### config.mk
export PLATFORM = sky130hd
export DESIGN_NAME = calc_seq_ctrl
export DESIGN_NICKNAME = d
export VERILOG_FILES = /design/src/rtl/calc_seq_ctrl.sv
export SDC_FILE = /design/constraint.sdc
export NUM_CORES = 1
export LEC_CHECK = 0
export CAP_MARGIN = 20
export CORE_ASPECT_RATIO = 1.5
export CORE_MARGIN = 1
export CORE_UTILIZATION = 45
export CTS_BUF_LIST = sky130_fd_sc_hd__clkbuf_2 sky130_fd_sc_hd__clkbuf_4 sky130_fd_sc_hd__clkbuf_8
export CTS_CLUSTER_SIZE = 30
export DETAILED_ROUTE_END_ITERATION = 8
export SLEW_MARGIN = 30
export SYNTH_ARGS = -nofsm -noshare
export SYNTH_HDL_FRONTEND = slang
export SYNTH_SLANG_ARGS = --single-unit
### constraint.sdc
create_clock -name clk -period 4.6 [get_ports clk]
set_input_delay 0.92 -clock clk [delete_from_list [all_inputs] [get_ports clk]]
set_output_delay 0.92 -clock clk [all_outputs]
set_load 0.02 [all_outputs]
### src/rtl/calc_seq_ctrl.sv
// calc_seq_ctrl: sequencing controller for a 2-digit BCD adder calculator.
// Conditions five raw push-buttons (sync, debounce, rising-edge detect), steps
// the IDLE -> ENTRY -> CALC -> RESULT flow, holds the BCD operand digits and
// drives six registered 7-seg digit codes.
// Ports:
//   clk, rst           clock, synchronous active-high reset
//   cal, key3..key0    raw buttons (async to clk, active-high)
//   dig6..dig1         digit codes 0-9 or BLANK (registered)
//   state              current FSM state (0 IDLE, 1 ENTRY, 2 CALC, 3 RESULT)
//   result             binary sum, non-zero only in RESULT
module calc_seq_ctrl #(
    parameter int unsigned DB_CYCLES = 4,
    parameter logic [3:0]  BLANK     = 4'hA
) (
    input  logic       clk,
    input  logic       rst,
    input  logic       cal,
    input  logic       key3,
    input  logic       key2,
    input  logic       key1,
    input  logic       key0,
    output logic [3:0] dig6,
    output logic [3:0] dig5,
    output logic [3:0] dig4,
    output logic [3:0] dig3,
    output logic [3:0] dig2,
    output logic [3:0] dig1,
    output logic [1:0] state,
    output logic [7:0] result
);

    localparam int unsigned NCH = 5;
    localparam int unsigned CW  = (DB_CYCLES < 2) ? 1 : $clog2(DB_CYCLES + 1);

    typedef enum logic [1:0] {
        S_IDLE   = 2'd0,
        S_ENTRY  = 2'd1,
        S_CALC   = 2'd2,
        S_RESULT = 2'd3
    } state_t;

    // Channel order: {cal, key3, key2, key1, key0}
    logic [NCH-1:0] raw;
    logic [NCH-1:0] sync1;
    logic [NCH-1:0] sync2;
    logic [NCH-1:0] level;
    logic [NCH-1:0] level_d;
    logic [NCH-1:0] ev;
    logic [CW-1:0]  db_cnt [NCH];

    assign raw = {cal, key3, key2, key1, key0};

    // Synchroniser, debounce counters and registered rising-edge events
    always_ff @(posedge clk) begin
        if (rst) begin
            sync1   <= '0;
            sync2   <= '0;
            level   <= '0;
            level_d <= '0;
            ev      <= '0;
            for (int i = 0; i < NCH; i++) begin
                db_cnt[i] <= '0;
            end
        end else begin
            sync1   <= raw;
            sync2   <= sync1;
            level_d <= level;
            ev      <= level & ~level_d;
            for (int i = 0; i < NCH; i++) begin
                if (sync2[i] == level[i]) begin
                    db_cnt[i] <= '0;
                end else if (db_cnt[i] == CW'(DB_CYCLES - 1)) begin
                    // This increment would reach DB_CYCLES: flip the level instead
                    level[i]  <= ~level[i];
                    db_cnt[i] <= '0;
                end else begin
                    db_cnt[i] <= db_cnt[i] + CW'(1);
                end
            end
        end
    end

    logic cal_ev;
    logic k3_ev;
    logic k2_ev;
    logic k1_ev;
    logic k0_ev;

    assign {cal_ev, k3_ev, k2_ev, k1_ev, k0_ev} = ev;

    state_t     state_q;
    state_t     state_nxt;
    logic [3:0] a_t;
    logic [3:0] a_o;
    logic [3:0] b_t;
    logic [3:0] b_o;
    logic [3:0] a_t_nxt;
    logic [3:0] a_o_nxt;
    logic [3:0] b_t_nxt;
    logic [3:0] b_o_nxt;
    logic [3:0] dig6_nxt;
    logic [3:0] dig5_nxt;
    logic [3:0] dig4_nxt;
    logic [3:0] dig3_nxt;
    logic [3:0] dig2_nxt;
    logic [3:0] dig1_nxt;
    logic [7:0] result_nxt;

    // BCD digit increment with 9 -> 0 wrap and no carry out
    function automatic logic [3:0] bcd_inc(input logic [3:0] d);
        return (d == 4'd9) ? 4'd0 : d + 4'd1;
    endfunction

    // BCD addition of the operands for the result display, plus binary sum
    logic [4:0] o_sum;
    logic [4:0] t_sum;
    logic       c_ones;
    logic       c_tens;
    logic [3:0] o_dig;
    logic [3:0] t_dig;
    logic [7:0] bin_sum;

    assign o_sum   = {1'b0, a_o} + {1'b0, b_o};
    assign c_ones  = (o_sum > 5'd9);
    assign o_dig   = c_ones ? 4'(o_sum - 5'd10) : o_sum[3:0];
    assign t_sum   = {1'b0, a_t} + {1'b0, b_t} + {4'b0000, c_ones};
    assign c_tens  = (t_sum > 5'd9);
    assign t_dig   = c_tens ? 4'(t_sum - 5'd10) : t_sum[3:0];
    assign bin_sum = 8'(a_t) * 8'd10 + 8'(a_o) + 8'(b_t) * 8'd10 + 8'(b_o);

    // State, operand and display registers
    always_ff @(posedge clk) begin
        if (rst) begin
            state_q <= S_IDLE;
            a_t     <= '0;
            a_o     <= '0;
            b_t     <= '0;
            b_o     <= '0;
            dig6    <= BLANK;
            dig5    <= BLANK;
            dig4    <= BLANK;
            dig3    <= BLANK;
            dig2    <= BLANK;
            dig1    <= BLANK;
            result  <= '0;
        end else begin
            state_q <= state_nxt;
            a_t     <= a_t_nxt;
            a_o     <= a_o_nxt;
            b_t     <= b_t_nxt;
            b_o     <= b_o_nxt;
            dig6    <= dig6_nxt;
            dig5    <= dig5_nxt;
            dig4    <= dig4_nxt;
            dig3    <= dig3_nxt;
            dig2    <= dig2_nxt;
            dig1    <= dig1_nxt;
            result  <= result_nxt;
        end
    end

    // Next-state, operand and display logic
    always_comb begin
        state_nxt  = state_q;
        a_t_nxt    = a_t;
        a_o_nxt    = a_o;
        b_t_nxt    = b_t;
        b_o_nxt    = b_o;
        dig6_nxt   = dig6;
        dig5_nxt   = dig5;
        dig4_nxt   = dig4;
        dig3_nxt   = dig3;
        dig2_nxt   = dig2;
        dig1_nxt   = dig1;
        result_nxt = result;

        case (state_q)
            S_IDLE: begin
                if (cal_ev) begin
                    state_nxt = S_ENTRY;
                    a_t_nxt   = '0;
                    a_o_nxt   = '0;
                    b_t_nxt   = '0;
                    b_o_nxt   = '0;
                    dig6_nxt  = 4'd0;
                    dig5_nxt  = 4'd0;
                    dig4_nxt  = BLANK;
                    dig3_nxt  = BLANK;
                    dig2_nxt  = 4'd0;
                    dig1_nxt  = 4'd0;
                end
            end
            S_ENTRY: begin
                if (cal_ev) begin
                    // cal wins; key events in the same cycle are dropped
                    state_nxt = S_CALC;
                end else begin
                    if (k3_ev) a_t_nxt = bcd_inc(a_t);
                    if (k2_ev) a_o_nxt = bcd_inc(a_o);
                    if (k1_ev) b_t_nxt = bcd_inc(b_t);
                    if (k0_ev) b_o_nxt = bcd_inc(b_o);
                    dig6_nxt = a_t_nxt;
                    dig5_nxt = a_o_nxt;
                    dig2_nxt = b_t_nxt;
                    dig1_nxt = b_o_nxt;
                end
            end
            S_CALC: begin
                state_nxt  = S_RESULT;
                result_nxt = bin_sum;
                dig6_nxt   = BLANK;
                dig5_nxt   = BLANK;
                dig4_nxt   = BLANK;
                dig3_nxt   = c_tens ? 4'd1 : BLANK;
                // Suppress the leading zero when the sum is a single digit
                dig2_nxt   = (!c_tens && t_dig == 4'd0) ? BLANK : t_dig;
                dig1_nxt   = o_dig;
            end
            S_RESULT: begin
                if (cal_ev) begin
                    state_nxt  = S_IDLE;
                    result_nxt = '0;
                    dig6_nxt   = BLANK;
                    dig5_nxt   = BLANK;
                    dig4_nxt   = BLANK;
                    dig3_nxt   = BLANK;
                    dig2_nxt   = BLANK;
                    dig1_nxt   = BLANK;
                end
            end
            default: begin
                state_nxt = S_IDLE;
            end
        endcase
    end

    assign state = state_q;

endmodule
Word level (Yosys, flattened, before mapping)
Memories as Yosys holds them, arrays and structs flattened.
Cells that the tools add are included.
{ "totals": {"wordCells": 216, "reg_bits": 75, "n_memories": 1, "ram_bits": 15, "output_inout_bits": 34} }
{ "classes": {"mul": 2, "order_cmp": 2, "reduce_logical": 18, "mux": 106, "eq_ne": 22, "bitwise": 27, "add_sub_neg": 17} }
{ "memory_table": {"columns": ["memory", "depth", "word_bits", "read_ports", "rd_ports_with_merged_regs", "write_ports", "line_no", "rtl"], "rows": [
  ["db_cnt", 5, 3, 5, 0, 5, "49", "logic [CW-1:0] db_cnt [NCH];"]
]} }
{ "op_table": {"columns": ["cell", "n"], "rows": [
  ["two-way mux 4 bit", 18],
  ["case mux 4 bit (4 select lines)", 4],
  ["two-way mux 1 bit", 57],
  ["case mux 4 bit (2 select lines)", 6],
  ["two-way mux 3 bit", 15],
  ["adder 4 x 1 -> 4 bit, second input constant", 4],
  ["adder 8 x 4 -> 8 bit", 2],
  ["equality test 4 bit, second input constant", 4],
  ["case mux 8 bit (2 select lines)", 1],
  ["adder 3 x 1 -> 3 bit, second input constant", 5],
  ["equality test 3 x 2 -> 1 bit, second input constant", 5],
  ["bitwise OR 1 bit", 15],
  ["multiplier 4 x 3 -> 7 bit, second input constant", 2],
  ["AND reduction 2 bit", 7],
  ["adder 4 x 4 -> 5 bit", 2],
  ["> comparator 5 x 4 -> 1 bit, second input constant", 2],
  ["inverter 1 bit", 10],
  ["AND reduction 3 bit", 3],
  ["adder 8 bit", 1],
  ["two-way mux 8 bit", 1],
  ["!= test 2 bit, second input constant", 4],
  ["case mux 2 bit (4 select lines)", 1],
  ["subtractor 4 bit, second input constant", 2],
  ["two-way mux 2 bit", 3],
  ["other kinds (13)", 20]
]} }

Logic depth before layout (Yosys ltp)
{ "depth": {"word_depth": 9, "depth_mapped": 14, "depth_no_buf": 14} }

Worst setup path before layout
Ideal clock, no wire load.
{ "synth_timing": {"path_kind": "register -> register", "startpoint": "reg a_o[0]", "endpoint": "reg dig2[2]", "arrival_time_ps": 3919, "n_path_buf": 0, "path_stages_with_launch": 15, "required_ps": 4540, "path_slack_ps": 621, "path_cell_list": "dfxtp_1 -> ha_1 -> fa_1 -> xnor2_1 -> ha_1 -> a21boi_0 -> a31o_2 -> o31ai_4 -> fa_1 -> fa_1 -> a21o_1 -> a21oi_1 -> mux2_2 -> a31oi_1 -> a32o_1"} }
{ "synth_via": {"elab_chain_len": 9, "word_cells_on_any_way": 11, "classes_between": "add/sub (3); order compare (2); mux (3); reduce/logical (3)"} }
{ "synth_lines": {"columns": ["item", "line_no", "rtl"], "rows": [
  ["from (decl)", "94", "logic [3:0] a_o;"],
  ["from (signal assigned)", "149", "a_o <= a_o_nxt;"],
  ["adder 4 x 4 -> 5 bit (*)", "123", "assign o_sum = {1'b0, a_o} + {1'b0, b_o};"],
  ["> comparator 5 x 4 -> 1 bit (*)", "124", "assign c_ones = (o_sum > 5'd9);"],
  ["adder 5 x 1 -> 5 bit (*)", "126", "assign t_sum = {1'b0, a_t} + {1'b0, b_t} + {4'b0000, c_ones};"],
  ["subtractor 4 bit or > comparator 5 x 4 -> 1 bit (tied branches)", "128, 127", null],
  ["two-way mux 4 bit", "128", "assign t_dig = c_tens ? 4'(t_sum - 5'd10) : t_sum[3:0];"],
  ["logical NOT 4 bit", "216", "dig2_nxt = (!c_tens && t_dig == 4'd0) ? BLANK : t_dig;"],
  ["logical AND 1 bit", "216", null],
  ["two-way mux 4 bit (*)", "216", null],
  ["case mux 4 bit (4 select lines) (*)", "177", "case (state_q)"],
  ["to (signal assigned)", "156", "dig2 <= dig2_nxt;"],
  ["to (decl)", "26", "output logic [3:0] dig2,"]
]} }
Mark *: on every way between the ends. The rest lies on a longest branch, timed or not.
A chain may end at the register's enable or synchronous reset.

Worst setup path after layout
Ends and elaborated chain as after synthesis.

==> run_results.csv <==
group,metric,value,unit
power,ir_drop,0.189,mV
timing,period_minus_slack,4.34,ns
global_route,grt_pass1_vias,3600,
clock_network,cts_resized,0,
global_route,grt_pass1_wl,17400,µm
global_route,grt_use_total,20.5,%
drt,drtPass1Iterations,6,
clock_network,cts_setup_buffers,0,
logic_synthesis,yosys_register_bits,84,
setup_path,cp-end-kind,"flip-flop",
min_path,whs_path_depth,1,
timing,rsz0062_at_grt,"false",
power,p_leak,2.26,nW
setup_path,reg2reg_depth,14,
placement,portBuffers,35,
drt,final_antenna_net_count,0,
logic_synthesis,synth_edf_count,15,
power,power.density,306,mW/mm²
floorplan,dieArea,0.0110,mm²
drt,vias,3678,
logic_synthesis,ys_warn_count,0,
final_layout,nets,618,
job,cap_viol_max_count,0,
clock_network,clkTransAtPathRegs,0.09,ns
global_route,antenna_found_initial,0,
drt,routed_wl,10400,µm
logic_synthesis,async_flop_share,0,%
outcome,status,"finished clean",
logic_synthesis,syn-cell-area,0.00477,mm²
logic_synthesis,yosysUniqueCellTypes,59,
global_route,gr-total-overflow,0,
placement,hpwlAfterDp,7800,µm
global_route,grt_max_degree,36,
placement,place_congestion,0.854,
clock_network,clk_latency,0.37,ns
logic_synthesis,syn-mean-instance-area,9.39,µm²
final_layout,diodes,0,
floorplan,pin_count,41,
setup_path,crit_fanout,6,
timing,tightestPinTransition,0.939,ns
setup_path,cpPeakStageDelay,0.43,ns
final_layout,layout-drive-gt1-share,5.04,%
setup_path,crit_required,4.92,ns
clock_network,hold_buffers,0,
final_layout,area_delta_synth_final,14.2,%
drt,via_per_inst,5.28,
logic_synthesis,ys.flop_type,"dfxtp_1",
clock_network,cts_tree,"done",
timing,finalHoldViolations,0,
clock_network,root_buffer,"clkbuf_8",
clock_network,htreeDepth,3,
setup_path,worstPathCellList,"ha_1 > fa_1 > xnor2_1 > ha_1 > a21boi_0 > a31o_2 > o31ai_4 > fa_1 > fa_1 > xnor2_1 > ha_1 > mux2_2 > a31oi_1 > a32o_1",
floorplan,placementRows,45,
drt,drt_iter0_drc,240,
timing,max_freq,230,MHz
clock_network,cts_buffer_depth,2,
floorplan,die_w,86.1,µm
floorplan,start_util,46.8,%
power,p_total,0.00167,W
clock_network,cts_sinks,84,
logic_synthesis,syn-instance-count,508,
setup_path,worstSetupPathType,"flip-flop to flip-flop",
logic_synthesis,yosysSeqAreaShare,38.4,%
setup_path,crit_path_top_delay_cell,"fa_1",
setup_path,worst_setup_path_start_kind,"flip-flop",
timing,slew_headroom,37.4,%
floorplan,die_y,128,µm
timing,final.setup.tns,0,ns
setup_path,worst_ep_arrival_time,4.66,ns
timing,post-route-period-util,94.4,%
final_layout,fillerInstances,981,
timing,slew_violations,0,
placement,numPlacedInstances,681,
timing,finClkSkew,0.0128,ns
floorplan,core,0.0102,mm²
drt,wl_per_cell,14.9,µm
final_layout,fin_cells,697,
clock_network,cts_buffers,9,
drt,drc,0,
timing,setup_violations,0,
min_path,hold_class,"flip-flop to flip-flop",
Yosys cell counts (3+ instances only):
master    number  share of area [%]
dfxtp_1       69                 29
ha_1          48                 13
nor2_1        47                3.7
a21oi_1       40                4.2
nand2_1       34                2.7
inv_1         31                2.4
nor2b_1       26                3.4
o21ai_0       18                1.9
edfxtp_1      15                9.4
xnor2_1       15                2.8
fa_1          12                5.0
nor3_1        12                1.3
nand3_1       11                1.2
clkbuf_1      10               0.79
a22oi_1        9                1.4
mux2i_1        9                1.9
a21o_1         8                1.3
a211oi_1       7                1.1
or3_1          7               0.92
xor2_1         7                1.3
buf_4          6               0.94
a21boi_0       5               0.79
o211ai_1       5               0.79
buf_2          4               0.42
buf_1          3               0.24
nand4_1        3               0.39
o31ai_1        3               0.47
or2_2          3               0.39
logic make-up (layout without fill, tap and decap cells):
logic type,Yosys count,in the layout,share of synthesized area [%]
XOR/XNOR,23,23,4.51
flip-flops,84,84,38.4
AND/OR/NAND/NOR,162,162,17.0
other,2,20,0.157
AO/OA/AOI/OAI,113,113,15.4
buffers and inverters,54,84,4.83
adder cells (fa/ha/maj),60,60,17.6
multiplexers,10,10,2.12
area by class of cell:
class                      instances  area (µm²)  share of cell area, %
multi-input combinational        388        2780                   51.0
sequential                        84        1830                   33.6
timing repair buffer              37         360                   6.62
tap                              141         176                   3.24
clock buffer                       9         124                   2.27
inverter                          31         116                   2.14
clock inverter                     7        61.3                   1.13
routing by layer:
layer	routed length (µm)	vias up	GRT usage, %	share of wire, %
li1	-	1832	-	-
met3	419	21	3.28	4.0
met1	4290	1735	23.6	41
met2	5340	90	36.1	51
met5	0	-	0	0
met4	366	0	10.8	3.5
power breakdown:
part / internal [W] / switching, W
registers: 0.000794 / 0.0000237
clock network: 0.000205 / 0.000297
logic: 0.000135 / 0.000214
worst max-delay path: cells and delay by family, from the launching register on:
family | cells | cell delay [ns]
xor+xnor | 2 | 0.64
compound gates | 5 | 0.89
mux | 1 | 0.26
flops | 1 | 0.38
fa+ha+maj | 6 | 2.11
stage by stage:
stage               util (%)  setup slack (ns)  cell area, µm²  hold slack (ns)
CTS                     53.4             0.249            5450            0.388
detailed placement      51.6             0.280            5260            0.375
global placement        51.6             0.551            5260            0.373
finish                  53.4             0.255            5450            0.386
floorplan                  -             0.621            4840            0.367
global route            53.4           0.00505            5450            0.403
layout by cell type, fill, tap and decap left out, types with 3 or more instances in the layout:
cell type and instances:
nor3_1 12, fa_1 12, clkinv_4 4, conb_1 20, or3_1 7, a21boi_0 5
o21ai_0 18, ha_1 48, nor2b_1 26, a22oi_1 9, a21oi_1 40, clkbuf_8 9
mux2i_1 9, nand4_1 3, a21o_1 8, dfxtp_1 69, o211ai_1 5, inv_1 31
nor2_1 47, edfxtp_1 15, nand2_1 34, nand3_1 11, or2_2 3, clkdlybuf4s50_1 34
xnor2_1 15, o31ai_1 3, a211oi_1 7, xor2_1 7
flip-flops by register name, summed over array words and instances, names as in the netlist, 5 cells and up:
name / flops
sync2: 5
result: 8
sync1: 5
level: 5
db_cnt: 15
ev: 5
level_d: 5
final timing paths:
kind / end / start / slack [ns]
min reg2reg: ev[0] / level_d[0] / 0.39
max reg2reg: dig2[2] / a_o[0] / 0.26
min: ev[0] / level_d[0] / 0.39
max: dig2[2] / a_o[0] / 0.26
No activity file was read; power rests on OpenSTA's default activity.
